`config.mk`:
```
export PLATFORM = sky130hd
export DESIGN_NAME = program_sequencer_flat
export DESIGN_NICKNAME = d
export VERILOG_FILES = /design/src/rtl/program_sequencer_if.sv /design/src/rtl/program_sequencer.sv /design/src/flat_wrapper.sv
export SDC_FILE = /design/constraint.sdc
export NUM_CORES = 1
export LEC_CHECK = 0
export CAP_MARGIN = 20
export CORE_MARGIN = 8
export CORE_UTILIZATION = 35
export DETAILED_ROUTE_END_ITERATION = 12
export GPL_TIMING_DRIVEN = 0
export PLACE_DENSITY = 0.69
export SKIP_LAST_GASP = 1
export SLEW_MARGIN = 10
export SYNTH_ARGS = -nofsm -noshare
export SYNTH_HDL_FRONTEND = slang
export SYNTH_SLANG_ARGS = --single-unit
```
`constraint.sdc`:
```
create_clock -name clk -period 1.5 [get_ports clk]
set_clock_uncertainty 0.2 [all_clocks]
set_input_delay 0.3 -clock clk [delete_from_list [all_inputs] [get_ports clk]]
set_output_delay 0.3 -clock clk [all_outputs]
set_load 0.005 [all_outputs]
```
`src/rtl/program_sequencer_if.sv`:
```
// Control-side bundle for program_sequencer: branch controls in, program counter and stack status out.
interface program_sequencer_if #(
   parameter int AW = 8
);
   logic          en;
   logic          tcnd;
   logic          jmp;
   logic          call;
   logic          ret;
   logic [AW-1:0] jadr;
   logic [AW-1:0] pc;
   logic [4:0]    sdep;
   logic          err;

   modport master (
      output en, tcnd, jmp, call, ret, jadr,
      input  pc, sdep, err
   );

   modport slave (
      input  en, tcnd, jmp, call, ret, jadr,
      output pc, sdep, err
   );
endinterface

```
`src/rtl/program_sequencer.sv`:
```
// Program counter / branch sequencer with optional call/return stack and sticky misuse flag.
// Define SEQ_RETURN_STACK_EN to build the return stack; otherwise call acts as jmp and ret as a no-op.
module program_sequencer #(
   parameter int AW = 8,
   parameter int SD = 4
) (
   input logic                clk,
   input logic                rst,
   program_sequencer_if.slave bus
);

   logic [AW-1:0] pc_reg;
   logic [AW-1:0] pc_next;
   logic          err_reg;
   logic          err_next;
   logic [AW-1:0] pc_inc;
   logic          multi;

   assign pc_inc = pc_reg + 1'b1;
   assign multi  = (bus.jmp & bus.call) | (bus.jmp & bus.ret) | (bus.call & bus.ret);

`ifdef SEQ_RETURN_STACK_EN
   logic [AW-1:0] stack_mem [SD];
   logic [4:0]    sdep_reg;
   logic [4:0]    sdep_next;
   logic [AW-1:0] top;
   logic          push;

   // Pointer equals depth, so the top entry lives at sdep-1.
   always_comb begin
      top = '0;
      for (int i = 0; i < SD; i++) begin
         if (sdep_reg == 5'(i + 1)) top = stack_mem[i];
      end
   end

   always_comb begin
      pc_next   = pc_reg;
      err_next  = err_reg;
      sdep_next = sdep_reg;
      push      = 1'b0;
      if (bus.en) begin
         pc_next = pc_inc;
         if (multi) begin
            err_next = 1'b1;
         end else if (bus.ret) begin
            if (sdep_reg != 5'd0) begin
               pc_next   = top;
               sdep_next = sdep_reg - 5'd1;
            end else begin
               err_next = 1'b1;
            end
         end else if (bus.call && bus.tcnd) begin
            if (sdep_reg < 5'(SD)) begin
               push      = 1'b1;
               pc_next   = bus.jadr;
               sdep_next = sdep_reg + 5'd1;
            end else begin
               err_next = 1'b1;
            end
         end else if (bus.jmp && bus.tcnd) begin
            pc_next = bus.jadr;
         end
      end
   end

   // Stack contents are don't-care after reset, so the array carries no reset.
   always_ff @(posedge clk) begin
      for (int i = 0; i < SD; i++) begin
         if (push && sdep_reg == 5'(i)) stack_mem[i] <= pc_inc;
      end
   end

   always_ff @(posedge clk) begin
      if (rst) sdep_reg <= '0;
      else     sdep_reg <= sdep_next;
   end

   assign bus.sdep = sdep_reg;
`else
   always_comb begin
      pc_next  = pc_reg;
      err_next = err_reg;
      if (bus.en) begin
         pc_next = pc_inc;
         if (multi) begin
            err_next = 1'b1;
         end else if ((bus.jmp || bus.call) && bus.tcnd) begin
            pc_next = bus.jadr;
         end
      end
   end

   assign bus.sdep = '0;
`endif

   always_ff @(posedge clk) begin
      if (rst) begin
         pc_reg  <= '0;
         err_reg <= 1'b0;
      end else begin
         pc_reg  <= pc_next;
         err_reg <= err_next;
      end
   end

   assign bus.pc  = pc_reg;
   assign bus.err = err_reg;

endmodule

```
`src/flat_wrapper.sv`:
```
// flat-port wrapper written by rule: the top's interface ports become plain ports
module program_sequencer_flat 
#(
   parameter int AW = 8,
   parameter int SD = 4
)
  (clk, rst, bus_en, bus_tcnd, bus_jmp, bus_call, bus_ret, bus_jadr, bus_pc, bus_sdep, bus_err);
  program_sequencer_if #(.AW(AW)) bus_i ();
  input logic clk;
  input logic rst;
  input wire logic [$bits(bus_i.en)-1:0] bus_en;
  input wire logic [$bits(bus_i.tcnd)-1:0] bus_tcnd;
  input wire logic [$bits(bus_i.jmp)-1:0] bus_jmp;
  input wire logic [$bits(bus_i.call)-1:0] bus_call;
  input wire logic [$bits(bus_i.ret)-1:0] bus_ret;
  input wire logic [$bits(bus_i.jadr)-1:0] bus_jadr;
  output wire logic [$bits(bus_i.pc)-1:0] bus_pc;
  output wire logic [$bits(bus_i.sdep)-1:0] bus_sdep;
  output wire logic [$bits(bus_i.err)-1:0] bus_err;
  assign bus_i.en = bus_en;
  assign bus_i.tcnd = bus_tcnd;
  assign bus_i.jmp = bus_jmp;
  assign bus_i.call = bus_call;
  assign bus_i.ret = bus_ret;
  assign bus_i.jadr = bus_jadr;
  assign bus_pc = bus_i.pc;
  assign bus_sdep = bus_i.sdep;
  assign bus_err = bus_i.err;
  program_sequencer #(.AW(AW), .SD(SD)) u_core (.clk(clk), .rst(rst), .bus(bus_i));
endmodule
```
# Word level (Yosys, flattened, before mapping)
# Index checks and enable logic that the tools add are counted.
# totals
regBits	9
out_inout_bits	14
wordCells	13
# op_classes
addsub	1
mux	2
bitwise	5
n_reduce_logical	3
# ops
cell	count
$mux 8	2
$add 8x1->8 const B	1
$and 1x1->1	3
$or 1x1->1	2
$reduce_and 2->1	1
$logic_and 1x1->1	1
$logic_or 1x1->1	1

# Longest topological paths before layout
# logic_depth
ltp_word	4
ltp_mapped	5

# Worst setup path after synthesis
# Ideal clock, no wire load.
# synth_path
path_kind	input port to flip-flop
startpoint	input port bus_ret
endpoint	register u_core.pc_reg[4], in the netlist u_core.bus.pc[4]
arrival_time_ps	1174
required_ps	1214
slack_ps	40
cell_stages	5
path_cell_list	nand2b_1 -> or2_1 -> buf_6 -> mux2i_1 -> a211oi_1
# synth_between
elab_chain_len	4
elab_cells_between_ends	5
# synth_rtl
element	line	text
start: declaration	flat_wrapper.sv:15	input wire logic [$bits(bus_i.ret)-1:0] bus_ret;
$and 1x1->1	program_sequencer.sv:20	assign multi = (bus.jmp & bus.call) | (bus.jmp & bus.ret) | (bus.call & bus.ret);
$or 1x1->1	program_sequencer.sv:20	
$or 1x1->1 (*)	program_sequencer.sv:20	
$mux 8 (*)	program_sequencer.sv:86	if (multi) begin
end signal: assignment	program_sequencer.sv:102	pc_reg <= pc_next;
end: declaration	program_sequencer.sv:12	logic [AW-1:0] pc_reg;
# Mark *: on every way between the ends. The rest lies on a longest branch, timed or not.
# A chain may end at the register's enable or synchronous reset.

# Worst setup path after layout
# layout_path
startpoint	register u_core.pc_reg[0], in the netlist u_core.bus.pc[0]
endpoint	register u_core.pc_reg[6], in the netlist u_core.bus.pc[6]
# layout_between
elab_chain_len	3
# layout_rtl
element	line	text
$add 8x1->8 (*)	program_sequencer.sv:19	assign pc_inc = pc_reg + 1'b1;
$mux 8	program_sequencer.sv:88	end else if ((bus.jmp || bus.call) && bus.tcnd) begin
$mux 8 (*)	program_sequencer.sv:86	
# Marked as above.

==> impl_metrics.xml <==
<?xml version="1.0" encoding="UTF-8"?>
<metrics>
  <group name="global_route">
    <metric name="grt_first_pass_wirelength" unit="mm">3.11</metric>
    <metric name="overflow" unit="">0</metric>
    <metric name="grtUsageTotal" unit="">0.116</metric>
    <metric name="grt_start_max_net_pins" unit="">11</metric>
    <metric name="grt_pass1_vias" unit="">687</metric>
    <metric name="antenna_found_initial" unit="">0</metric>
  </group>
  <group name="cts">
    <metric name="tritoncts.num_buffers" unit="">3</metric>
    <metric name="cts.reportedPaths.clkPinSlew" unit="ns">0.07</metric>
    <metric name="hold_buffers_post_cts" unit="">0</metric>
    <metric name="cts.htree.levels" unit="">1</metric>
    <metric name="cts_tree" unit="">yes</metric>
    <metric name="cts_buffer_depth" unit="">2</metric>
    <metric name="clock-root-buffer" unit="">clkbuf_4</metric>
    <metric name="worst_skew_pair.late_latency" unit="ns">0.27</metric>
    <metric name="clock-sinks" unit="">9</metric>
  </group>
  <group name="cells_and_area">
    <metric name="diodes" unit="">0</metric>
    <metric name="final_design_area_no_fill" unit="sq um">993</metric>
    <metric name="finish.utilization" unit="">0.588</metric>
    <metric name="layout_cell_share_with_drive_strength_beyond_1" unit="">0.333</metric>
    <metric name="most-common-layout-cells" unit="">15 x buf_4, 10 x dlygate4sd2_1, 9 x clkdlybuf4s50_1</metric>
    <metric name="mostFrequentLayoutCell" unit="">buf_4</metric>
    <metric name="layout.nets" unit="">128</metric>
    <metric name="largest_register_ffs" unit="">8</metric>
    <metric name="post_layout_nonfiller_instances" unit="">128</metric>
    <metric name="flow.area_growth_from_synthesis" unit="%">63.4</metric>
  </group>
  <group name="routing">
    <metric name="wirelength_routed" unit="mm">1.88</metric>
    <metric name="drt-pass1-iter-count" unit="">4</metric>
    <metric name="drt-vias-per-instance" unit="">5.19</metric>
    <metric name="detail-route-antenna-nets" unit="">0</metric>
    <metric name="via_count" unit="">664</metric>
    <metric name="routed_wire_length_per_instance" unit="microns">14.7</metric>
    <metric name="drc" unit="">0</metric>
    <metric name="drt_iter0_markers" unit="">14</metric>
  </group>
  <group name="setup_path">
    <metric name="startpoint_type" unit="">register</metric>
    <metric name="worstPathArrival" unit="ns">1.44</metric>
    <metric name="req_time_crit_path" unit="ns">1.49</metric>
    <metric name="critical_path_cell_by_cell" unit="">buf_4, ha_4, nand4_1, o22ai_1, a21oi_1, a211oi_2</metric>
    <metric name="r2r_cells" unit="">6</metric>
    <metric name="critPathKind" unit="">register to register</metric>
    <metric name="max_stage_delay_cell_worst_path" unit="">dfxtp_4</metric>
    <metric name="buf_inv_on_cp" unit="">1</metric>
    <metric name="timing.critical_path.depth" unit="">6</metric>
    <metric name="worstSetupEndpointType" unit="">register</metric>
    <metric name="critical-path-top-delay-family" unit="">compound AO/OA/AOI/OAI gates</metric>
    <metric name="crit_path_max_incr_delay" unit="ns">0.34</metric>
    <metric name="critical_path.max_fanout" unit="">5</metric>
  </group>
  <group name="timing">
    <metric name="finalSetupTns" unit="ns">0</metric>
    <metric name="timing.final.crit_period" unit="ns">1.45</metric>
    <metric name="setup_ws" unit="ns">0.0453</metric>
    <metric name="setup-violations-final" unit="">0</metric>
    <metric name="grt_setup_unrepaired" unit="">yes</metric>
    <metric name="timing.final.max_slew_violations" unit="">0</metric>
    <metric name="timing.final.hold_violations" unit="">0</metric>
    <metric name="final.period_utilization" unit="">0.970</metric>
    <metric name="timing.fmax" unit="MHz">687</metric>
    <metric name="fin_worst_hold_slack" unit="ns">0.0707</metric>
  </group>
  <group name="synth">
    <metric name="ys_ff_latch" unit="">9</metric>
    <metric name="summed_instance_area_of_the_synthesized_netlist" unit="sq um">608</metric>
    <metric name="synth_top_cells_by_area" unit="">dfxtp_1 30%, buf_4 7.4%, mux2i_1 6.6%</metric>
    <metric name="synth_top_area_cell" unit="">dfxtp_1</metric>
    <metric name="ys.warnings.count" unit="">0</metric>
    <metric name="yosysTopAreaCellShare" unit="">0.296</metric>
    <metric name="yosys.cell_types.count" unit="">31</metric>
    <metric name="synth.yosys.seq_area_share" unit="">0.296</metric>
    <metric name="avgSynthCellArea" unit="sq um">8.45</metric>
    <metric name="gate_count_post_synth" unit="">72</metric>
  </group>
  <group name="place">
    <metric name="gpl.final_weighted_congestion" unit="">0.852</metric>
    <metric name="hpwlAfterDp" unit="mm">1.30</metric>
    <metric name="place.detailed.instances" unit="">115</metric>
    <metric name="placedInstanceArea" unit="sq um">865</metric>
    <metric name="port_buffers" unit="">22</metric>
    <metric name="place_ws" unit="ns">-0.501</metric>
  </group>
  <group name="floorplanning">
    <metric name="io_pins" unit="">29</metric>
    <metric name="initial_core_util" unit="">0.360</metric>
    <metric name="die_h" unit="microns">57.7</metric>
    <metric name="die_w" unit="microns">57.7</metric>
    <metric name="fp.dieArea" unit="sq mm">0.00333</metric>
    <metric name="core.rowCount" unit="">15</metric>
    <metric name="placeableCoreArea" unit="sq mm">0.00169</metric>
  </group>
  <group name="pwr">
    <metric name="p_per_area" unit="mW/mm^2">649</metric>
    <metric name="power_leakage" unit="nW">0.457</metric>
    <metric name="ir_drop" unit="mV">0.418</metric>
    <metric name="total_power" unit="uW">645</metric>
  </group>
  <group name="job">
    <metric name="drv_cap" unit="">0</metric>
  </group>
  <group name="min_path">
    <metric name="min_path_cells" unit="">2</metric>
    <metric name="worstHoldPathType" unit="">primary input to register</metric>
  </group>
  <group name="outcome">
    <metric name="outcome" unit="">complete, no violations</metric>
  </group>
</metrics>
## what timing repair did
| item | in CTS | in global routing |
|---|---|---|
| setup buffers | 6 | 3 |
| gates cloned | 1 | 0 |
| setup endpoints to repair | 17 | 8 |
| pin swaps | 3 | 4 |
| gates resized for setup | 29 | 10 |
## cells by family (layout without fill, tap and decap cells)
group                    Yosys count  count (layout)  synth area share
AO/OA/AOI/OAI                     22              22             0.249
AND/OR/NAND/NOR                   22              22             0.185
flip-flops                         9               9             0.296
XOR/XNOR                           1               1            0.0268
adder cells (fa/ha/maj)            2               2            0.0370
other                              1               5           0.00617
multiplexers                       4               4            0.0658
buffers and inverters             11              46             0.134
## final timing paths
check	from	to	slack, ns
hold / removal	rst	u_core.bus.pc[6]	0.07
hold reg to reg	u_core.bus.err	u_core.bus.err	0.28
setup reg to reg	u_core.bus.pc[0]	u_core.bus.pc[6]	0.05
setup / recovery	u_core.bus.pc[0]	u_core.bus.pc[6]	0.05
## power breakdown
group / switching (mW) / total [mW] / internal (mW)
clock network: 0.0972 / 0.200 / 0.103
logic: 0.0728 / 0.181 / 0.108
registers: 0.0138 / 0.264 / 0.250
## metal layers
metal  vias to the layer above  GRT usage  share of wire
met1                       307      0.129           0.40
met3                         0     0.0618          0.086
met2                        21      0.195           0.52
li1                        336          -              -
met4                         0     0.0210              0
met5                         -          0              0
## synth_stat cells
master,n
dfxtp_1,9
buf_4,6
nor2_1,6
o21ai_0,5
mux2i_1,4
nand3_1,4
a211oi_1,3
a21oi_1,3
inv_1,3
nand4_1,3
o32ai_1,3
a21boi_0,2
nand2_1,2
nand2b_1,2
a311oi_1,1
a31oi_1,1
and3_1,1
buf_6,1
clkbuf_8,1
conb_1,1
ha_1,1
maj3_1,1
nor2b_1,1
nor3_1,1
nor3b_1,1
o21a_1,1
o22ai_1,1
o2bb2a_1,1
o2bb2ai_1,1
or2_1,1
xnor2_2,1
## layout make-up
cell class,instances,area (sq um)
fill,162,696
buffer,7,58.8
multi-input combinational,56,398
sequential,9,199
inverter,3,11.3
clock buffer,4,26.3
tap,17,21.3
timing repair buffer,32,279
(Power assumes the default switching activity.)
